<file path="src/rtl/set_region_counter_pkg.sv">
// Shared types and constants for the set-region counter: FSM states,
// default geometry and the legacy truth-table encodings.
package set_region_pkg;

  typedef enum logic [1:0] {
    IDLE,
    SCAN,
    DRAIN,
    DONE
  } state_t;

  localparam int DEF_GRID  = 8;
  localparam int DEF_NCIRC = 3;
  localparam int DEF_CW    = 4;

  // Cycles spent flushing the membership pipeline after the last point.
  localparam int DRAIN_CYCLES = 3;

  // Legacy truth tables for three circles (idx bit i = membership of circle i).
  localparam logic [7:0] FUNC_A            = 8'hAA;
  localparam logic [7:0] FUNC_A_AND_B      = 8'h88;
  localparam logic [7:0] FUNC_A_XOR_B      = 8'h66;
  localparam logic [7:0] FUNC_TWO_OF_THREE = 8'h68;

endpackage

</file>
<file path="src/rtl/set_region_counter_circle_member.sv">
// Three-stage test of one grid point against one circle:
// offsets, squares, then the full-precision radius comparison.
module circle_member #(
  parameter int CW = 4
) (
  input  logic          clk,
  input  logic          rst,
  input  logic [CW-1:0] x,
  input  logic [CW-1:0] y,
  input  logic [CW-1:0] cx,
  input  logic [CW-1:0] cy,
  input  logic [CW-1:0] r,
  output logic          m
);

  logic signed [CW:0]     dx;
  logic signed [CW:0]     dy;
  logic        [2*CW+1:0] dx2;
  logic        [2*CW+1:0] dy2;
  logic        [2*CW+2:0] dist2;
  logic        [2*CW+2:0] r_ext;
  logic        [2*CW+2:0] r2;

  // Squares and sums are kept wide enough that nothing is ever truncated,
  // so large radii and far-off centres compare exactly.
  assign dist2 = {1'b0, dx2} + {1'b0, dy2};
  assign r_ext = {{(CW+3){1'b0}}, r};
  assign r2    = r_ext * r_ext;

  always_ff @(posedge clk or posedge rst) begin
    if (rst) begin
      dx  <= '0;
      dy  <= '0;
      dx2 <= '0;
      dy2 <= '0;
      m   <= 1'b0;
    end else begin
      dx  <= $signed({1'b0, x}) - $signed({1'b0, cx});
      dy  <= $signed({1'b0, y}) - $signed({1'b0, cy});
      dx2 <= dx * dx;
      dy2 <= dy * dy;
      m   <= (dist2 <= r2);
    end
  end

endmodule

</file>
<file path="src/rtl/set_region_counter.sv">
// Scans every point of a GRID x GRID lattice and counts the points whose
// circle-membership pattern selects a 1 in the captured truth table.
module set_region_counter
  import set_region_pkg::*;
#(
  parameter  int GRID  = DEF_GRID,
  parameter  int NCIRC = DEF_NCIRC,
  parameter  int CW    = DEF_CW,
  localparam int KW    = $clog2(GRID * GRID + 1)
) (
  input  logic                    clk,
  input  logic                    rst,
  input  logic                    en,
  input  logic [2*CW*NCIRC-1:0]   central,
  input  logic [CW*NCIRC-1:0]     radius,
  input  logic [(1<<NCIRC)-1:0]   func,
  output logic                    busy,
  output logic                    valid,
  output logic [KW-1:0]           candidate
);

  state_t                  state;
  state_t                  state_next;
  logic [CW-1:0]           x;
  logic [CW-1:0]           y;
  logic [1:0]              drain_cnt;
  logic [2*CW*NCIRC-1:0]   central_q;
  logic [CW*NCIRC-1:0]     radius_q;
  logic [(1<<NCIRC)-1:0]   func_q;
  logic [2:0]              pipe_v;
  logic [NCIRC-1:0]        member;
  logic                    accept;
  logic                    scan_last;

  assign accept    = (state == IDLE) && en;
  assign scan_last = (state == SCAN) && (x == CW'(GRID)) && (y == CW'(GRID));

  always_ff @(posedge clk or posedge rst) begin
    if (rst) state <= IDLE;
    else     state <= state_next;
  end

  always_comb begin
    state_next = state;
    busy       = 1'b0;
    valid      = 1'b0;
    case (state)
      IDLE:  if (en) state_next = SCAN;
      SCAN: begin
        busy = 1'b1;
        if (scan_last) state_next = DRAIN;
      end
      DRAIN: begin
        busy = 1'b1;
        if (drain_cnt == 2'(DRAIN_CYCLES - 1)) state_next = DONE;
      end
      DONE: begin
        busy       = 1'b1;
        valid      = 1'b1;
        state_next = IDLE;
      end
      default: state_next = IDLE;
    endcase
  end

  // pipe_v tracks which membership results belong to real points; a point
  // issued in SCAN reaches the accumulator three cycles later.
  always_ff @(posedge clk or posedge rst) begin
    if (rst) begin
      x         <= CW'(1);
      y         <= CW'(1);
      drain_cnt <= '0;
      central_q <= '0;
      radius_q  <= '0;
      func_q    <= '0;
      pipe_v    <= '0;
      candidate <= '0;
    end else begin
      pipe_v    <= {pipe_v[1:0], state == SCAN};
      drain_cnt <= (state == DRAIN) ? drain_cnt + 2'd1 : 2'd0;
      if (accept) begin
        central_q <= central;
        radius_q  <= radius;
        func_q    <= func;
        candidate <= '0;
        x         <= CW'(1);
        y         <= CW'(1);
      end else begin
        if (state == SCAN) begin
          if (x == CW'(GRID)) begin
            x <= CW'(1);
            y <= y + CW'(1);
          end else begin
            x <= x + CW'(1);
          end
        end
        if (pipe_v[2] && func_q[member]) candidate <= candidate + KW'(1);
      end
    end
  end

  // Circle 0 sits in the MSBs of the packed buses but drives idx bit 0.
  for (genvar i = 0; i < NCIRC; i++) begin : g_member
    circle_member #(
      .CW(CW)
    ) u_member (
      .clk(clk),
      .rst(rst),
      .x  (x),
      .y  (y),
      .cx (central_q[(NCIRC-1-i)*2*CW + CW +: CW]),
      .cy (central_q[(NCIRC-1-i)*2*CW +: CW]),
      .r  (radius_q[(NCIRC-1-i)*CW +: CW]),
      .m  (member[i])
    );
  end

endmodule

</file>
<file path="config.mk">
export PLATFORM = sky130hd
export DESIGN_NAME = set_region_counter
export DESIGN_NICKNAME = d
export VERILOG_FILES = /design/src/rtl/set_region_counter_pkg.sv /design/src/rtl/set_region_counter_circle_member.sv /design/src/rtl/set_region_counter.sv
export SDC_FILE = /design/constraint.sdc
export NUM_CORES = 1
export LEC_CHECK = 0
export CAP_MARGIN = 0
export CORE_UTILIZATION = 43
export DETAILED_ROUTE_END_ITERATION = 8
export PLACE_DENSITY = 0.57
export SYNTH_ARGS = -nofsm -noshare
export SYNTH_HDL_FRONTEND = slang
export SYNTH_HIERARCHICAL = 1
export SYNTH_SLANG_ARGS = --single-unit
</file>
<file path="constraint.sdc">
create_clock -name clk -period 6.3 [get_ports clk]
set_clock_uncertainty 0.1 [all_clocks]
set_input_delay 1.26 -clock clk [delete_from_list [all_inputs] [get_ports clk]]
set_output_delay 1.26 -clock clk [all_outputs]
set_load 0.1 [all_outputs]
</file>
==> results.md <==
Synthesis:
- The fraction of the mapped netlist area in compound gates came to 0.0904.
- For this run, the leading register cell type out of synthesis is dfrtp_1.
- The arithmetic-cell share of the synthesized area counting full adders, half adders and majority gates is 0.322.
- The fraction of registers with async set/reset is 1.00.
- In this run the cell area of the synthesized design comes to 0.0123 sq mm.
- The synthesized instance count is 1,258.
- After synthesis, the largest family of logic cells by area is adder cells.
- The fraction of synthesized cell area in xor and xnor cells is 0.0677.
- During synthesis, Yosys emitted a total of 6 warnings.
- The multiplexer share of the synthesized area is 0.00662.
- The number of enable-type register cells in the synthesized netlist is 0.
- The flop and latch count out of synthesis is 153.
- In this run the mean area of a mapped cell was 9.77 sq um.
- Of the total synthesized cell area, the portion taken by AND, OR, NAND and NOR gates is 0.131.
- The number of nets in the synthesized netlist is 1,567.
- For this run, the register share of the synthesized area comes to 0.312.
- The number of unique standard cell types used by synthesis is 52.

Power and ir drop:
- The analysis attributes to net switching a power of 0.484 mW.
- The clock network fraction of total power is 0.500.
- Of the total power, the share spent switching nets is 0.234.
- The ratio of total power to cell area is 149 mW/mm^2.
- The worst-case IR drop observed on VDD is 0.159 mV.
- The sequential share of power is 0.475.
- The internal power component is 1.58 mW.
- The total chip power is 2.07 mW.
- The proportion of power drawn by combinational gates is 0.025.
- The static power due to leakage is 7.21 nW.

Place:
- The wire-length estimate of the detail-placed layout is 18,300 um.
- The count of input and output buffers is 55.
- At the end of routability-driven placement, the weighted congestion stood at 0.833.
- The cell total after placement is 1,678.
- OpenSTA, run right after detailed placement, puts the worst setup slack at 2.52 ns.

Global route:
- Entering global routing, the biggest net connects 49 pins.
- The initial antenna violation count came to 0.
- In the global route stage, overall resource usage came out at 0.175.
- The first global-routing pass estimated 39,700 um of wire.
- The via count of the first global-routing pass came to 8,281.
- Global routing finished with a remaining overflow of 0.

Timing:
- The count of final max-slew check failures came to 0.
- Setup repair after global routing left no endpoint under its margin.
- Setup slack closes at 2.50 ns.
- The number of failing hold endpoints at the final stage is 0.
- The highest achievable clock rate is 0.263 GHz.
- The number of endpoints failing setup at the final stage is 0.
- The post-route fraction of the period consumed by the critical path is 0.604.
- The worst pin sits at a relative slew slack of 0.269.
- The time the final worst path needs with I/O delays and setup is 3.80 ns.
- The final-layout setup total negative slack is 0 ns.
- At the pin with the least slew margin, the transition time is 1.10 ns.

Floorplanning:
- The number of rows in the core area is 61.
- The number of top-level pins is 56.
- The initial cell density of the core is 0.440.
- The overall die height is 171 um.
- The die is 171 um wide.
- The placeable core area is 0.0279 sq mm.
- The die covers 0.0293 sq mm.

Critical path:
- The critical path is of the reg -> reg type.
- Walking the worst path, the cells encountered are nand2b_1 -> fa_1 -> inv_1 -> fa_1 -> inv_1 -> fa_1 -> inv_1 -> fa_1 -> a21o_1 -> a21oi_1 -> o21bai_1 -> a21oi_1 -> xnor2_1.
- The standard cell with the maximum stage delay on the critical path is fa_1.
- The most frequent cell on the critical path is fa_1.
- The capturing element type of the critical path is a register.
- The cell family contributing the most delay on the critical path is adder cells.
- The largest single stage delay on the critical path is 0.53 ns.
- Data on the critical path arrives at its endpoint at 4.04 ns.
- STA classifies the critical path startpoint as a register.
- The critical path required time is 6.54 ns.
- The highest net fanout along the worst path is 8.
- The worst path buffer plus inverter count is 3.

CTS:
- The root buffer cell chosen for the clock tree is clkbuf_16.
- The quantity of hold-fixing buffers added after cts is 0.
- The clock tree synthesis step divided the H-tree into 4 levels.
- Clock-pin slew was measured on the worst setup and hold paths at 0.07 ns.
- The clock passes through at most 2 buffers.
- The post-cts resize count is 0.
- The insertion delay of the later-clocked pin in the worst-skew pair is 0.43 ns.
- Once the clock tree was built, the setup fixing pass inserted 0 buffers.
- The number of clock sinks is 153.
- The CTS tree is built.
- The number of clock buffers inserted by TritonCTS is 17.

Job:
- The max-cap check violation count is 0.

Cells and area:
- At the end of the flow, the number of nets in the layout was 1,628.
- The final design utilization is 0.496.
- 0 antenna diodes ended up in the layout.
- The area growth from synthesis to final layout is 12.9%.
- In the layout the commonest cells are inv_1 (212), nand2_1 (184), ha_1 (172), dfrtp_1 (151), fa_1 (90).
- The post-route non-filler standard cell count is 1,710.
- Leaving out fill and tap cells, the most frequent cell in the layout is inv_1.
- The layout cell share with drive strength beyond 1 is 0.0420.
- The filler cells instantiated in the layout total 2,676.

Route:
- The final routed wirelength across all metal layers is 23,200 um.
- The detailed-route via count is 8,111.
- For this run, design rule violations remaining after detail routing come to 0.
- The number of optimization iterations in the first detailed-route pass is 4.
- The count of nets left with antenna violations once routing finished came out at 0.
- After detailed routing, the average wire length per cell comes to 13.6 um.
- In this run, the number of DRC markers left after iteration 0 of detailed routing was 294.
- In the routed layout, each cell is associated on average with a via count of 4.74.

Worst hold path:
- The min-delay analysis places its worst path in the category reg -> reg.

Status:
- The flow ran to the end, and the final reports show no timing, DRC or antenna violations.
[layer usage]
layer	routed length, um	vias up	track usage
li1	-	4140	-
met1	11200	3874	0.230
met2	11200	86	0.300
met3	567	11	0.0301
met4	213	0	0.0423
met5	0	-	0
[cell type report]
cell class,count,area [sq um],area share
clock buffers,19,443,0.0319
clock inverters,13,155,0.0112
inverters,213,800,0.0577
multi-input cells,876,7590,0.548
flip-flops and latches,153,3830,0.276
well taps,378,473,0.0341
repair buffers,58,573,0.0413
[worst reg2reg max path, stage by stage, from the launching register on]
cell      delay (ns)
dfrtp_1         0.43
nand2b_1        0.18
fa_1            0.51
inv_1           0.06
fa_1            0.53
inv_1           0.05
fa_1            0.49
inv_1           0.07
fa_1            0.46
a21o_1          0.19
a21oi_1         0.21
o21bai_1        0.09
a21oi_1         0.19
xnor2_1         0.15
[power groups by stage]
stage	Clock [mW]	Combinational, mW	Sequential (mW)
global placement	0	0.0539	1.00
finish	1.03	0.0511	0.982
detailed placement	0	0.0538	1.00
global route	1.11	0.0574	0.981
CTS	1.06	0.0541	0.982
floorplan	0	0.0147	1.00
[sequential cells by signal, summed over array words and instances, names as in the netlist, 3 cells and up]
name	count
g_member.u_member/dy2	27
g_member.u_member/dy	15
candidate	7
radius_q	12
g_member.u_member/dx2	27
g_member.u_member/dx	15
g_member.u_member/m	3
pipe_v	3
x	4
y	4
central_q	24
func_q	8
[worst paths after layout]
| path | start | end | slack, ns | depth (start not counted) |
|---|---|---|---|---|
| worst max-delay path | g_member[1].u_member/dy[0]$_DFF_PP0_ | g_member[1].u_member/dy2[9]$_DFF_PP0_ | 2.50 | 13 |
| worst min-delay path | pipe_v[1]$_DFF_PP0_ | pipe_v[2]$_DFF_PP0_ | 0.26 | 0 |
| worst max register to register | g_member[1].u_member/dy[0]$_DFF_PP0_ | g_member[1].u_member/dy2[9]$_DFF_PP0_ | 2.50 | 13 |
| worst min register to register | pipe_v[1]$_DFF_PP0_ | pipe_v[2]$_DFF_PP0_ | 0.26 | 0 |
| max in group asynchronous | rst | func_q[0]$_DFFE_PP0P_ | 3.76 | 3 |
| min in group asynchronous | rst | central_q[8]$_DFFE_PP0P_ | 1.33 | 2 |
[metrics by stage]
step,hold WS [ns],instance area (sq um)
floorplan,0.231,12300
global placement,0.237,13300
CTS,0.259,13900
global route,0.266,13900
finish,0.256,13900
detailed placement,0.236,13300
[synth_stat cells, drive strengths merged (2+ instances only)]
cell	count	area (sq um)
or4	2	15.0
xnor2	70	613
mux2i	7	70.1
dfstp	2	52.6
or3	6	37.5
o21a	4	30.0
o221ai	3	38.8
nand4b	2	17.5
clkbuf	15	56.3
nor3b	4	35.0
and3	14	98.9
inv	213	800
a21o	37	282
dfrtp	151	3780
a21oi	71	359
o31ai	3	22.5
xor2	25	219
and4b	2	20.0
nor2	33	124
a221o	2	20.0
nor2b	15	93.8
o21ai	22	114
and2	46	288
fa	90	1800
a211oi	3	22.5
o21bai	8	60.1
o41ai	2	25.0
a221oi	2	30.0
nor3	3	25.0
nand3	11	55.1
nand2	185	694
o211ai	7	52.6
nand2b	16	100
a31oi	2	12.5
ha	172	2150
[cells by family (layout without fill, tap and decap cells)]
| group | after synthesis | after routing |
|---|---|---|
| and+or+nand+nor | 340 | 340 |
| adders and majority gates | 262 | 262 |
| buffers and inverters | 229 | 303 |
| AOI/OAI and AO/OA | 171 | 171 |
| DFF | 153 | 153 |
| xor gates and xnor gates | 95 | 95 |
| muxes | 8 | 8 |
Power figures use the tool's default switching activity.
